**src/rtl/if_id_reg.sv**
```systemverilog
// Fetch->decode pipeline register with stall/flush handling, a sticky HALT
// state that freezes fetch, and a saturating bubble-cycle counter.
module if_id_reg #(
  parameter int INSTR_W = 16,
  parameter int PC_W = 16,
  parameter logic [INSTR_W-1:0] NOP_INSTR = 16'h0800,
  parameter int CNT_W = 16
) (
  input  logic               clk,
  input  logic               rst,
  input  logic [INSTR_W-1:0] instr_in,
  input  logic [PC_W-1:0]    pc2_in,
  input  logic               fetch_valid,
  input  logic               stall,
  input  logic               flush,
  output logic [INSTR_W-1:0] instr_out,
  output logic [PC_W-1:0]    pc2_out,
  output logic               valid_out,
  output logic               halt_req,
  output logic [CNT_W-1:0]   bubble_cnt
);

  typedef enum logic {
    RUN       = 1'b0,
    HALT_HELD = 1'b1
  } state_e;

  state_e               state_q, state_d;
  logic [INSTR_W-1:0]   instr_q, instr_d;
  logic [PC_W-1:0]      pc2_q, pc2_d;
  logic                 valid_q, valid_d;
  logic [CNT_W-1:0]     cnt_q, cnt_d;

  logic                 is_halt_op;
  assign is_halt_op = (instr_in[INSTR_W-1 -: 5] == 5'b00000);

  always_comb begin
    state_d = state_q;
    instr_d = instr_q;
    pc2_d   = pc2_q;
    valid_d = valid_q;
    unique case (state_q)
      RUN: begin
        if (flush) begin
          instr_d = NOP_INSTR;
          valid_d = 1'b0;
        end else if (stall) begin
          // hold everything
        end else if (fetch_valid) begin
          instr_d = instr_in;
          pc2_d   = pc2_in;
          valid_d = 1'b1;
          if (is_halt_op) state_d = HALT_HELD;
        end else begin
          instr_d = NOP_INSTR;
          valid_d = 1'b0;
        end
      end
      HALT_HELD: begin
        // A taken branch means the HALT was on the wrong path; cancel it.
        if (flush) begin
          state_d = RUN;
          instr_d = NOP_INSTR;
          valid_d = 1'b0;
        end
      end
      default: state_d = RUN;
    endcase

    cnt_d = cnt_q;
    if (!valid_d && (cnt_q != {CNT_W{1'b1}})) cnt_d = cnt_q + CNT_W'(1);
  end

  always_ff @(posedge clk) begin
    if (rst) begin
      state_q <= RUN;
      instr_q <= NOP_INSTR;
      pc2_q   <= '0;
      valid_q <= 1'b0;
      cnt_q   <= '0;
    end else begin
      state_q <= state_d;
      instr_q <= instr_d;
      pc2_q   <= pc2_d;
      valid_q <= valid_d;
      cnt_q   <= cnt_d;
    end
  end

  assign instr_out  = instr_q;
  assign pc2_out    = pc2_q;
  assign valid_out  = valid_q;
  assign halt_req   = (state_q == HALT_HELD);
  assign bubble_cnt = cnt_q;

endmodule

```
**config.mk**
```make
export PLATFORM = sky130hd
export DESIGN_NAME = if_id_reg
export DESIGN_NICKNAME = d
export VERILOG_FILES = /design/src/rtl/if_id_reg.sv
export SDC_FILE = /design/constraint.sdc
export NUM_CORES = 1
export LEC_CHECK = 0
export ABC_AREA = 1
export CAP_MARGIN = 0
export CORE_MARGIN = 2
export CORE_UTILIZATION = 39
export CTS_CLUSTER_DIAMETER = 200
export DETAILED_ROUTE_END_ITERATION = 6
export GPL_TIMING_DRIVEN = 1
export PLACE_DENSITY = 0.76
export SKIP_LAST_GASP = 1
export SLEW_MARGIN = 20
export SYNTH_ARGS = -nofsm -noshare
export SYNTH_HDL_FRONTEND = slang
export SYNTH_SLANG_ARGS = --single-unit
```
**constraint.sdc**
```tcl
create_clock -name clk -period 1.4 [get_ports clk]
set_input_delay 0.28 -clock clk [delete_from_list [all_inputs] [get_ports clk]]
set_output_delay 0.28 -clock clk [all_outputs]
set_load 0.02 [all_outputs]
```
==> results of run 1 <==
==> timing repair <==
item | 4_1_cts | 5_1_grt
buffers inserted | 0 | 0
gates resized for setup | 53 | 35
endpoints found under the setup margin | 55 | 37
pin swaps | 1 | 0
==> cell families after synthesis <==
kind of cell               share of synthesized area, %
AOI/OAI and AO/OA                                  12.9
xor gates and xnor gates                          0.798
adders and majority gates                         0.570
buffers and inverters                              6.38
DFF                                                45.6
and+or+nand+nor                                    33.8
==> flip-flops by register name (all words and copies together), names as in the netlist <==
register    cells
halt_req        1
bubble_cnt     16
valid_out       1
pc2_out        16
instr_out      16
==> critical path, delay by kind of cell <==
kind / cells / cell delay, ns
buf+inv: 3 / 0.75
simple gates: 6 / 0.54
==> per-layer routing <==
layer | track usage (%) | routed length (µm) | up-vias
li1 | - | - | 1219
met5 | 0 | 0 | -
met2 | 36.3 | 2940 | 75
met3 | 6.02 | 449 | 9
met4 | 8.28 | 94 | 0
met1 | 21.7 | 2540 | 1114
==> metrics by stage <==
step	power [µW]	cells	instance area [µm²]	setup TNS (ns)	hold slack, ns
after floorplan	1750	313	2220	0	0.349
after global placement	2040	485	3320	-8.89	0.447
after detailed placement	2050	485	3320	-11.04	0.452
after CTS	3010	493	3380	-0.00239	0.462
after global routing	3120	493	3450	-0.508	0.495
final	2990	493	3450	0	0.458
==> final cells by class <==
cell class	instances	area, µm²	share of cell area (%)
multi-input combinational	233	1130	32.7
sequential	50	1030	29.8
timing repair buffer	111	1020	29.7
tap	72	90.1	2.61
clock buffer	7	76.3	2.21
inverter	19	73.8	2.14
clock inverter	1	30.0	0.870
==> path summary, 6_finish.rpt <==
path	endpoint	depth (start not counted)	slack, ns	startpoint
max	bubble_cnt[3]	9	0.02	flush
min	instr_out[8]	2	0.46	instr_out[8]
max reg2reg	bubble_cnt[2]	9	0.06	bubble_cnt[0]
min reg2reg	instr_out[8]	2	0.46	instr_out[8]
==> report_power, final <==
part | switching [µW] | internal (µW)
registers | 31.7 | 1480
logic | 237 | 240
clock network | 467 | 535
==> layout by cell type (no fill, tap or decap), drive strengths merged <==
| cell | instances |
|---|---|
| clkdlybuf4s50 | 35 |
| clkdlybuf4s15 | 1 |
| o21ai | 29 |
| nor2 | 85 |
| or2 | 1 |
| nand3b | 2 |
| dlygate4sd2 | 48 |
| xor2 | 2 |
| clkbuf | 8 |
| nand2 | 62 |
| dfxtp | 50 |
| ha | 1 |
| nand4 | 1 |
| bufinv | 1 |
| o31ai | 1 |
| buf | 25 |
| dlymetal6s2s | 1 |
| nor3 | 2 |
| nand3 | 21 |
| inv | 19 |
| a21oi | 26 |
==> run summary, run 1 <==
The flow ran to the end, and the final reports show no timing, DRC or antenna violations. The post-synthesis cell type with the largest combined area was sky130_fd_sc_hd__dfxtp_1. The net count of the finished layout is 458.

The global placement routability congestion was 0.824; the total CTS buffers was 5. The top-level port count was 87. Counting flops with an async set or reset pin after synthesis yields a share of 0%. Average wire length per cell after detail routing: 12.2 µm. The number of endpoints with negative hold slack in the final report was 0. The critical path goes through clkdlybuf4s50_1 > inv_2 > nand3_1 > nand2_2 > buf_4 > nor2_1 > nand3_1 > nand2_1 > nor2_1. The run gives 313 as the number of cells produced by synthesis.

The run gives 0 as the count of antenna-violating nets left after detailed routing. Sorting the synthesized cells by area gives the leading types as sky130_fd_sc_hd__dfxtp_1 (46%), sky130_fd_sc_hd__nor2_1 (14%), sky130_fd_sc_hd__nand2_1 (9.4%). Dividing the final minimum period by the clock period gives 98.6%.

TritonCTS built the clock tree. The first global-routing pass estimated 10.1 mm of wire. The half-perimeter wire length of the detailed placement result was 4.49 mm; the number of DRC markers after the initial detailed-route iteration was 84.

The via count was 2,417. Setup repair after global routing could not meet its margin everywhere. The area added between synthesis and finish works out to 57.2%. The buffer type at the clock tree root is sky130_fd_sc_hd__clkbuf_8. The tools report the core footprint as 5470 µm². Highest-delay cell along the critical path: sky130_fd_sc_hd__clkdlybuf4s50_1.

Port buffering added 86 buffers. The logs give 27 for the total number of placement rows and 40.1% for the starting density of the core. The die covers 6250 µm². For this run, the leading register cell type out of synthesis is sky130_fd_sc_hd__dfxtp_1. Fill cells in the final layout number 538.

The path type of the worst min-delay path is flop to flop. When the netlist entered floorplanning its net count stood at 351. The mean post-synth cell area was 7.02 µm².

The tools report the remaining global-route overflow as 0. The power density over the cells works out to 865 nW/µm². The clock-pin slew on the worst setup and hold paths was 0.09 ns; the max capacitance violation total was 0. The maximum fanout along the worst path came out at 6. Data on the critical path is required at its endpoint by 1.59 ns. At the placement stage, the worst setup path has a slack of -0.293 ns. At the end of the flow the core is filled with cells to 63.1%. The first TritonRoute pass finished after 4 iterations.

After synthesis the netlist holds a flip-flop and latch count of 50. After synthesis, the most frequently instantiated cells are sky130_fd_sc_hd__nor2_1 (79), sky130_fd_sc_hd__nand2_1 (55), sky130_fd_sc_hd__dfxtp_1 (50). The detailed-route DRC error count is 0. Setup slack closes at 0.0192 ns.

The critical path is of the input pin to flop type. The worst pin sits at a relative slew slack of 78.6%. The worst setup path is launched from an input pin. CTS saw 50 sinks. The mapped netlist covers 2200 µm². For this block, the routed nets add up to 6.03 mm of wire.

Number of enable flip-flop cells after synthesis: 0. The actual slew at the worst max-slew pin was 0.321 ns; the via count of the first global-routing pass was 2,386. In this design, the stage delay of the slowest critical-path cell is 0.52 ns. The maximum clock frequency is 0.724 GHz. The area share of the largest cell type after synthesis is 45.6%.

The tools report the count of final max-slew check failures as 0. Largest net degree at the start of global routing: 23. Hold repair after CTS inserted 0 buffers. The die height works out to 79.0 µm. Sequential cells were found to cover 45.6% of the synthesized design area. Global routing consumed, over all layers together, 20.1% of the routing resources. The floorplan step set the die width to 79.0 µm. The endpoint arrival time on the critical path came out at 1.57 ns. Using the TritonRoute via totals, the vias-per-cell ratio works out to 4.90. The final-report setup violation count came out at 0. The category of the worst setup path capture point was a flop. No sink is reached through more buffers than the 2 on the longest clock path.

The final critical path time including I/O delays and setup is 1.38 ns, and the source-to-sink clock delay at the later pin of the worst-skew pair is 0.30 ns. The run gives 0.00768 ns as the worst clock skew on the final layout. For this design the static power due to leakage is 0.00161 µW. The tools report the number of antenna violations at the first check in global routing as 0. The synthesized netlist contains 24 unique library cells. Across the VDD grid, the largest voltage drop is 0.525 mV.

The Yosys step of the flow raised 0 warnings. Proportion of layout cells with a drive suffix above 1: 19.7%. sky130_fd_sc_hd__nor2_1 is the most common cell in the netlist. The H-tree generated during clock tree synthesis spans 2 levels. The tools report the diode insertion count for antenna repair as 0.
Power figures use the tool's default switching activity.
==> run 2: changes to the inputs <==
--- a/config.mk
+++ b/config.mk
@@ -7,14 +7,15 @@
 export LEC_CHECK = 0
 export ABC_AREA = 1
 export CAP_MARGIN = 0
+export CELL_PAD_IN_SITES_DETAIL_PLACEMENT = 1
+export CELL_PAD_IN_SITES_GLOBAL_PLACEMENT = 1
 export CORE_MARGIN = 2
-export CORE_UTILIZATION = 39
+export CORE_UTILIZATION = 32
 export CTS_CLUSTER_DIAMETER = 200
 export DETAILED_ROUTE_END_ITERATION = 6
 export GPL_TIMING_DRIVEN = 1
-export PLACE_DENSITY = 0.76
+export PLACE_DENSITY_LB_ADDON = 0.1
 export SKIP_LAST_GASP = 1
-export SLEW_MARGIN = 20
 export SYNTH_ARGS = -nofsm -noshare
 export SYNTH_HDL_FRONTEND = slang
 export SYNTH_SLANG_ARGS = --single-unit
==> constraint.sdc (replaced) <==
create_clock -name clk -period 1.6 [get_ports clk]
set_input_delay 0.32 -clock clk [delete_from_list [all_inputs] [get_ports clk]]
set_output_delay 0.32 -clock clk [all_outputs]
set_load 0.02 [all_outputs]
==> run 2 against run 1 <==
Compared with the run above: combinational power fell by 15%; via count fell by 1.7%; register-to-register slack improved by 0.03 ns; cell area fell by 2.3%; utilization fell by 13 points; cell count rose by 0.61%; hold slack improved by 0.0075 ns.
==> run summary, run 2 (synthesized netlist as in run 1, its figures left out) <==
The highest ir drop seen on vdd was 0.481 mV. The tree is rooted in a sky130_fd_sc_hd__clkbuf_8. After global routing, the most crowded layer is met2.

87 I/O pins were placed. Leaving out filler cells and counting taps, the final layout contains 496. The floorplan step defined a die boundary enclosing 7540 µm². TritonCTS built the clock tree. For the count of final max-slew check failures, the log shows 0. Cells with a size suffix above 1 make up 12.7% of the layout. The maximum clock frequency is 0.642 GHz.

The startpoint of the worst register-to-register path is bubble_cnt[2]. The detailed router finished its first iteration with 43 violations. Path type of the worst min-delay path: flop to flop. In this run the remaining antenna-violating nets after routing total 0. The detail-routed via count per cell was 4.79; the endpoint arrival time on the critical path was 1.24 ns.

The source-to-sink clock delay at the later pin of the worst-skew pair came out at 0.31 ns. The via count of the first global-routing pass was 2,475. The area added between synthesis and finish was 53.6%; the global placement routability congestion was 0.766.

The H-tree was split into 2 levels. Fill cell instance count of the final layout: 854. The core footprint was 6720 µm².

The tools report the via count as 2,376. The number of endpoints with negative hold slack in the final report was 0. The overall routing resource usage was 18.1%; the average wire length per cell after detail routing was 13.4 µm.

The die height was 86.8 µm. The run finished with clean final reports. After layout, the worst path uses 97.3% of the clock period. The leakage power of the design was 0.00180 µW; the total CTS buffers was 5. The routing usage on met2 was 30.3%; the number of clock sinks seen by CTS was 50. The tools report the startpoint class of the critical path as a flop. Number of antenna violations at the first check in global routing: 0. The setup path with the least slack is of type flop to primary output.

In the layout the commonest cells are sky130_fd_sc_hd__nor2_1 (77), sky130_fd_sc_hd__nand2_1 (55), sky130_fd_sc_hd__dfxtp_1 (49), sky130_fd_sc_hd__clkdlybuf4s50_1 (38), sky130_fd_sc_hd__o21ai_0 (29). Power spread over the standard cell area amounts to 737 nW/µm². After legalization and detailed placement, the total HPWL measured 4.90 mm. The count of cell instances traversed by the critical path came out at 1.

Max-cap violations in this run came to 0. Measured in cells, the most critical reg-to-reg path has a length of 8. For the required time at the worst-slack endpoint, the log shows 1.28 ns. The total buffers and inverters traversed by the critical path works out to 1. The origin of the worst setup path is pc2_out[12].

The floorplan has 30 rows. Once layout is done, the placed cells without fillers occupy 3370 µm². Highest-delay cell along the critical path: sky130_fd_sc_hd__clkdlybuf4s50_1. The tools report the cell count after placement as 488. The hold-critical path depth works out to 2. The category of the worst setup path capture point is a primary output. Port buffering added 86 buffers. For the pin with the worst max-slew slack, the measured transition is 0.328 ns. The relative slew slack was 78.1%; the final critical path time including I/O delays and setup was 1.56 ns. The largest net degree at the start of global routing was 24.

Capturing point of the worst reg2reg path: bubble_cnt[13]. In the routed design, unresolved DRC markers number 0. For this block, the routed nets add up to 6.64 mm of wire.

The tools report the diode insertion count for antenna repair as 0. The starting density of the core is 32.7%, and the worst hold margin is 0.466 ns. The first-pass GRT wire length is 11.0 mm, and the number of search-and-repair iterations in the first detailed-routing pass is 4.

The delay contributed by the slowest stage of the critical path came out at 0.60 ns. For this run the aggregate overflow at the end of global routing stands at 0. The number of post-CTS setup repair buffers was 0; the clock-pin slew on the worst setup and hold paths was 0.10 ns. At the end of the flow, the number of nets in the layout was 453.

The end point of the critical path was pc2_out[12]. Most common library cell in the layout ignoring fill and taps: sky130_fd_sc_hd__nor2_1. The setup slack of the most critical reg-to-reg path is 0.09 ns.

Of all nets on the critical path, the largest fanout is 2. The die span in x was 86.8 µm. Setup repair after global routing could not meet its margin everywhere. For this run, global-route usage on met3 was measured as 5.33%.

On the critical path the largest part of the delay comes from buffers and inverters. The final setup TNS is 0 ns. Setup violations remaining at the end of the flow were counted as 0.

Once placement finished, the instance area stood at 3240 µm². The routing usage on met1 is 22.5%. In this run the deepest clock path goes through 2 buffers.

The power consumption was 2490 µW. The run gives 0.00547 ns as the worst clock skew on the final layout. The signal on the critical path passes through clkdlybuf4s50_1.
## run 2: cell count changes in the layout (fill, tap and decap cells not counted), moves of 4 or more
| cell | previous run | this run |
|---|---|---|
| sky130_fd_sc_hd__dlygate4sd2_1 | 48 | 27 |
| sky130_fd_sc_hd__nor2_1 | 72 | 77 |
| sky130_fd_sc_hd__dfxtp_2 | 15 | 1 |
| sky130_fd_sc_hd__dlymetal6s2s_1 | 1 | 21 |
| sky130_fd_sc_hd__nor2_2 | 12 | 8 |
| sky130_fd_sc_hd__dfxtp_1 | 33 | 49 |
## run 2: metal layers
layer	wire (µm)	vias to the layer above	share of wire, %
li1	-	1203	-
met1	3020	1112	46
met2	3160	55	48
met3	388	6	5.8
met4	69	0	1.0
met5	0	-	0
## run 2: final cells by class
cell class / count / area, µm² / share of cell area (%)
Clock inverter: 3 / 18.8 / 0.557
Multi-Input combinational cell: 233 / 1080 / 32.1
Inverter: 19 / 71.3 / 2.12
Tap cell: 80 / 100 / 2.97
Sequential cell: 50 / 1000 / 29.7
Clock buffer: 5 / 68.8 / 2.04
Timing Repair Buffer: 106 / 1030 / 30.5
## run 2: through the flow
| step | worst slack, ns | util (%) |
|---|---|---|
| 6_report | 0.0433 | 50.2 |
| 4_1_cts | 0.00209 | 49.0 |
| 2_1_floorplan | 0.0482 | - |
| 3_5_place_dp | -0.168 | 48.2 |
| 3_3_place_gp | -0.115 | 48.2 |
| 5_1_grt | -0.0505 | 50.2 |
## run 2: where the power goes
| part | internal, µW | switching, µW |
|---|---|---|
| combinational | 206 | 202 |
| clock | 309 | 450 |
| sequential | 1290 | 27.6 |
| total | 1810 | 680 |
## run 2: how the worst min path moves through the flow
stage / from / to / slack, ns
2_1_floorplan: rst / instr_out[8] / 0.39
3_3_place_gp: instr_out[0] / instr_out[0] / 0.45
3_5_place_dp: instr_out[0] / instr_out[0] / 0.46
4_1_cts: instr_out[0] / instr_out[0] / 0.47
5_1_grt: instr_out[14] / instr_out[14] / 0.50
6_report: instr_out[9] / instr_out[9] / 0.47
## run 2: repair_timing
item | CTS | global route
setup endpoints to repair | 29 | 37
resized for setup | 28 | 28
hold buffers | 0 | 0
endpoints found under the hold margin | 0 | 0
==> run 3: changes to the inputs <==
==> config.mk (replaced) <==
export PLATFORM = sky130hd
export DESIGN_NAME = if_id_reg
export DESIGN_NICKNAME = d
export VERILOG_FILES = /design/src/rtl/if_id_reg.sv
export SDC_FILE = /design/constraint.sdc
export NUM_CORES = 1
export LEC_CHECK = 0
export ABC_AREA = 1
export CAP_MARGIN = 0
export CORE_MARGIN = 2
export CORE_UTILIZATION = 39
export CTS_CLUSTER_DIAMETER = 80
export DETAILED_ROUTE_END_ITERATION = 6
export GPL_TIMING_DRIVEN = 1
export PLACE_DENSITY = 0.82
export SKIP_LAST_GASP = 1
export SYNTH_ARGS = -nofsm -noshare
export SYNTH_HDL_FRONTEND = slang
export SYNTH_SLANG_ARGS = --single-unit
==> run 3 against run 2 <==
Compared with the run above: hold slack got worse by 0.0037 ns; sequential share of layout area is 0.65 points higher; sequential power barely moved; clock-buffer cell count rose by 1; maximum frequency is 0.62% lower; register-to-register slack better by 0.08 ns; critical path type unchanged.
==> run summary, run 3 (synthesized netlist as in run 1, its figures left out) <==
The worst pin sits at a relative slew slack of 61.5%. The count of final max-slew check failures was 0. Clock tree synthesis found a total of 50 sinks. The logs give 0 for the number of antenna violations at the first check in global routing and 25 for the largest net degree at the start of global routing. Global placement routability congestion: 0.852.

Setup violations remaining at the end of the flow were counted as 0. The number of DRC markers after the initial detailed-route iteration came out at 96. The tools report the fill cell instance count of the final layout as 514. Between clock sinks in the finished design, the worst skew comes to 0.00591 ns. The die is 79.0 µm wide. The delay contributed by the slowest stage of the critical path was 0.61 ns. The tools report the diode insertion count for antenna repair as 0. The logs give 54.3% for the share of total power in sequential cells and 607 µW for the total net switching power. The total overflow left after global routing is 0.

The number of endpoints with negative hold slack in the final report is 0. The routed design has 5.59 mm of wire. The detail-routed via count per cell came out at 4.85. For this configuration, the core starts out at a cell density of 40.1%. The count of antenna-violating nets left after detailed routing is 0, and the clock share of power is 29.7%. The total CTS buffers is 5, and the floorplan die area is 6250 µm².

Global routing used 33.3% of the available met2 tracks. TritonCTS built the clock tree. The max capacitance violation total is 0, and the required time at the worst-slack endpoint is 1.28 ns. Detailed placement finished with a half-perimeter wire length of 4.10 mm. Dividing the detail-routed wire length by the instance count gives 11.7 µm. The power consumption was 2430 µW; the overall routing resource usage was 18.4%. The total buffers and inverters traversed by the critical path came out at 1. Derived from the worst setup path, the maximum achievable clock frequency is 0.638 GHz.

Before antenna repair, the detailed router went through 4 iterations. Leaving out fill and tap cells, the most frequent cell in the layout is sky130_fd_sc_hd__nor2_1. The power density over the cells is 736 nW/µm², and the total number of placement rows is 27. The met3 layer usage reported by global route was 6.70%. The quantity of I/O buffers inserted on ports works out to 86. The clock-pin slew on the worst setup and hold paths is 0.08 ns, and the routing usage on met1 is 20.2%. The final critical path time including I/O delays and setup came out at 1.57 ns. Combinational logic is responsible for 16.0% of the overall power. The actual slew at the worst max-slew pin is 0.576 ns. The worst setup path is of the flop to primary output kind. The cell sitting at the root of the clock tree is a sky130_fd_sc_hd__clkbuf_8. The area added between synthesis and finish is 50.5%. The library cells used most frequently in the layout, excluding fill and tap cells, are sky130_fd_sc_hd__nor2_1 (79), sky130_fd_sc_hd__nand2_1 (55), sky130_fd_sc_hd__dfxtp_1 (48), sky130_fd_sc_hd__clkdlybuf4s50_1 (44), sky130_fd_sc_hd__o21ai_0 (29). The worst-case IR drop observed on VDD is 0.488 mV. Among cell families on the critical path, the largest total delay comes from buffers and inverters.

The worst hold path belongs to the class flop to flop. The slowest stage of the critical path belongs to the cell sky130_fd_sc_hd__clkdlybuf4s50_1. The run gives 0 as the detailed-route DRC error count. The logs give 2,181 for the via count of the first global-routing pass and 9.33 mm for the first-pass GRT wire length. The worst setup path is launched from a flop. The analysis attributes to cell leakage a power of 0.00177 µW. Setup repair after global routing could not meet its margin everywhere.

Data arrives at the worst endpoint at 1.25 ns. Of the available clock period, the critical path in the final layout requires 97.9%. Traced cell by cell, the critical path runs through clkdlybuf4s50_1. In this run the number of H-tree levels came out at 2. The maximum fanout along the worst path is 2, and the proportion of layout cells with a drive suffix above 1 is 9.41%.

The core footprint came out at 5470 µm². In this run the most used layer during global routing was met2. Hold timing on the final database bottoms out at a slack of 0.462 ns.

The internal power summed over all cells was 1820 µW; the via count was 2,308. The run finished with clean final reports. The die height is 79.0 µm, and the layout net count is 443. The number of post-CTS setup repair buffers was 0; the source-to-sink clock delay at the later pin of the worst-skew pair was 0.29 ns.

In this run switching power makes up 25.0% of total power. The run gives 87 as the top-level port count. The tools report the category of the worst setup path capture point as a primary output.

The number of buffers between clock root and the deepest sink is 2.
run 3: cell types whose count changed in the layout (fill, tap and decap cells not counted), sizes merged:
cell and delta:
clkinv -2, buf -10, dlymetal6s2s +3, inv -1, clkdlybuf4s50 +6, clkbuf +1, dlygate4sd2 -9
run 3: layer usage:
layer  wire (µm)  part of all wire [%]
met5           0                     0
met4          23                  0.41
met3         382                   6.8
met2        2800                    50
met1        2390                    43
run 3: stage by stage:
stage	instances	setup TNS (ns)	worst slack [ns]	instance area, µm²	util (%)
after floorplan	313	0	0.0482	2200	-
after global placement	470	-1.84	-0.0913	3170	57.8
after detailed placement	470	-3.06	-0.152	3170	57.8
after CTS	476	0	0.00714	3230	58.9
after global routing	476	-0.0178	-0.0131	3300	60.4
final	476	0	0.0335	3300	60.4
run 3: timing repair:
item / CTS / global route
hold buffers: 0 / 0
endpoints found under the setup margin: 18 / 38
gates resized for setup: 18 / 29
gates cloned: 0 / 0
run 3: path summary, 6_finish.rpt:
| path | startpoint | end | slack (ns) | cells after the start |
|---|---|---|---|---|
| hold / removal | instr_out[14] | instr_out[14] | 0.46 | 2 |
| hold reg to reg | instr_out[14] | instr_out[14] | 0.46 | 2 |
| setup / recovery | pc2_out[7] | pc2_out[7] | 0.03 | 1 |
| setup reg to reg | bubble_cnt[0] | bubble_cnt[7] | 0.17 | 8 |
run 3: power by group through the flow:
stage / Combinational [µW] / Clock, µW / Sequential [µW]
after floorplan: 122 / 0 / 1400
after global placement: 393 / 0 / 1350
after detailed placement: 401 / 0 / 1350
after CTS: 397 / 753 / 1320
after global routing: 425 / 799 / 1320
final: 390 / 722 / 1320
run 3: final cells by class:
class / count / area, µm² / share of cell area (%)
Inverter: 19 / 71.3 / 2.16
Multi-Input combinational cell: 233 / 1070 / 32.4
Clock buffer: 6 / 82.6 / 2.50
Timing Repair Buffer: 96 / 986 / 29.8
Tap cell: 72 / 90.1 / 2.73
Sequential cell: 50 / 1000 / 30.4
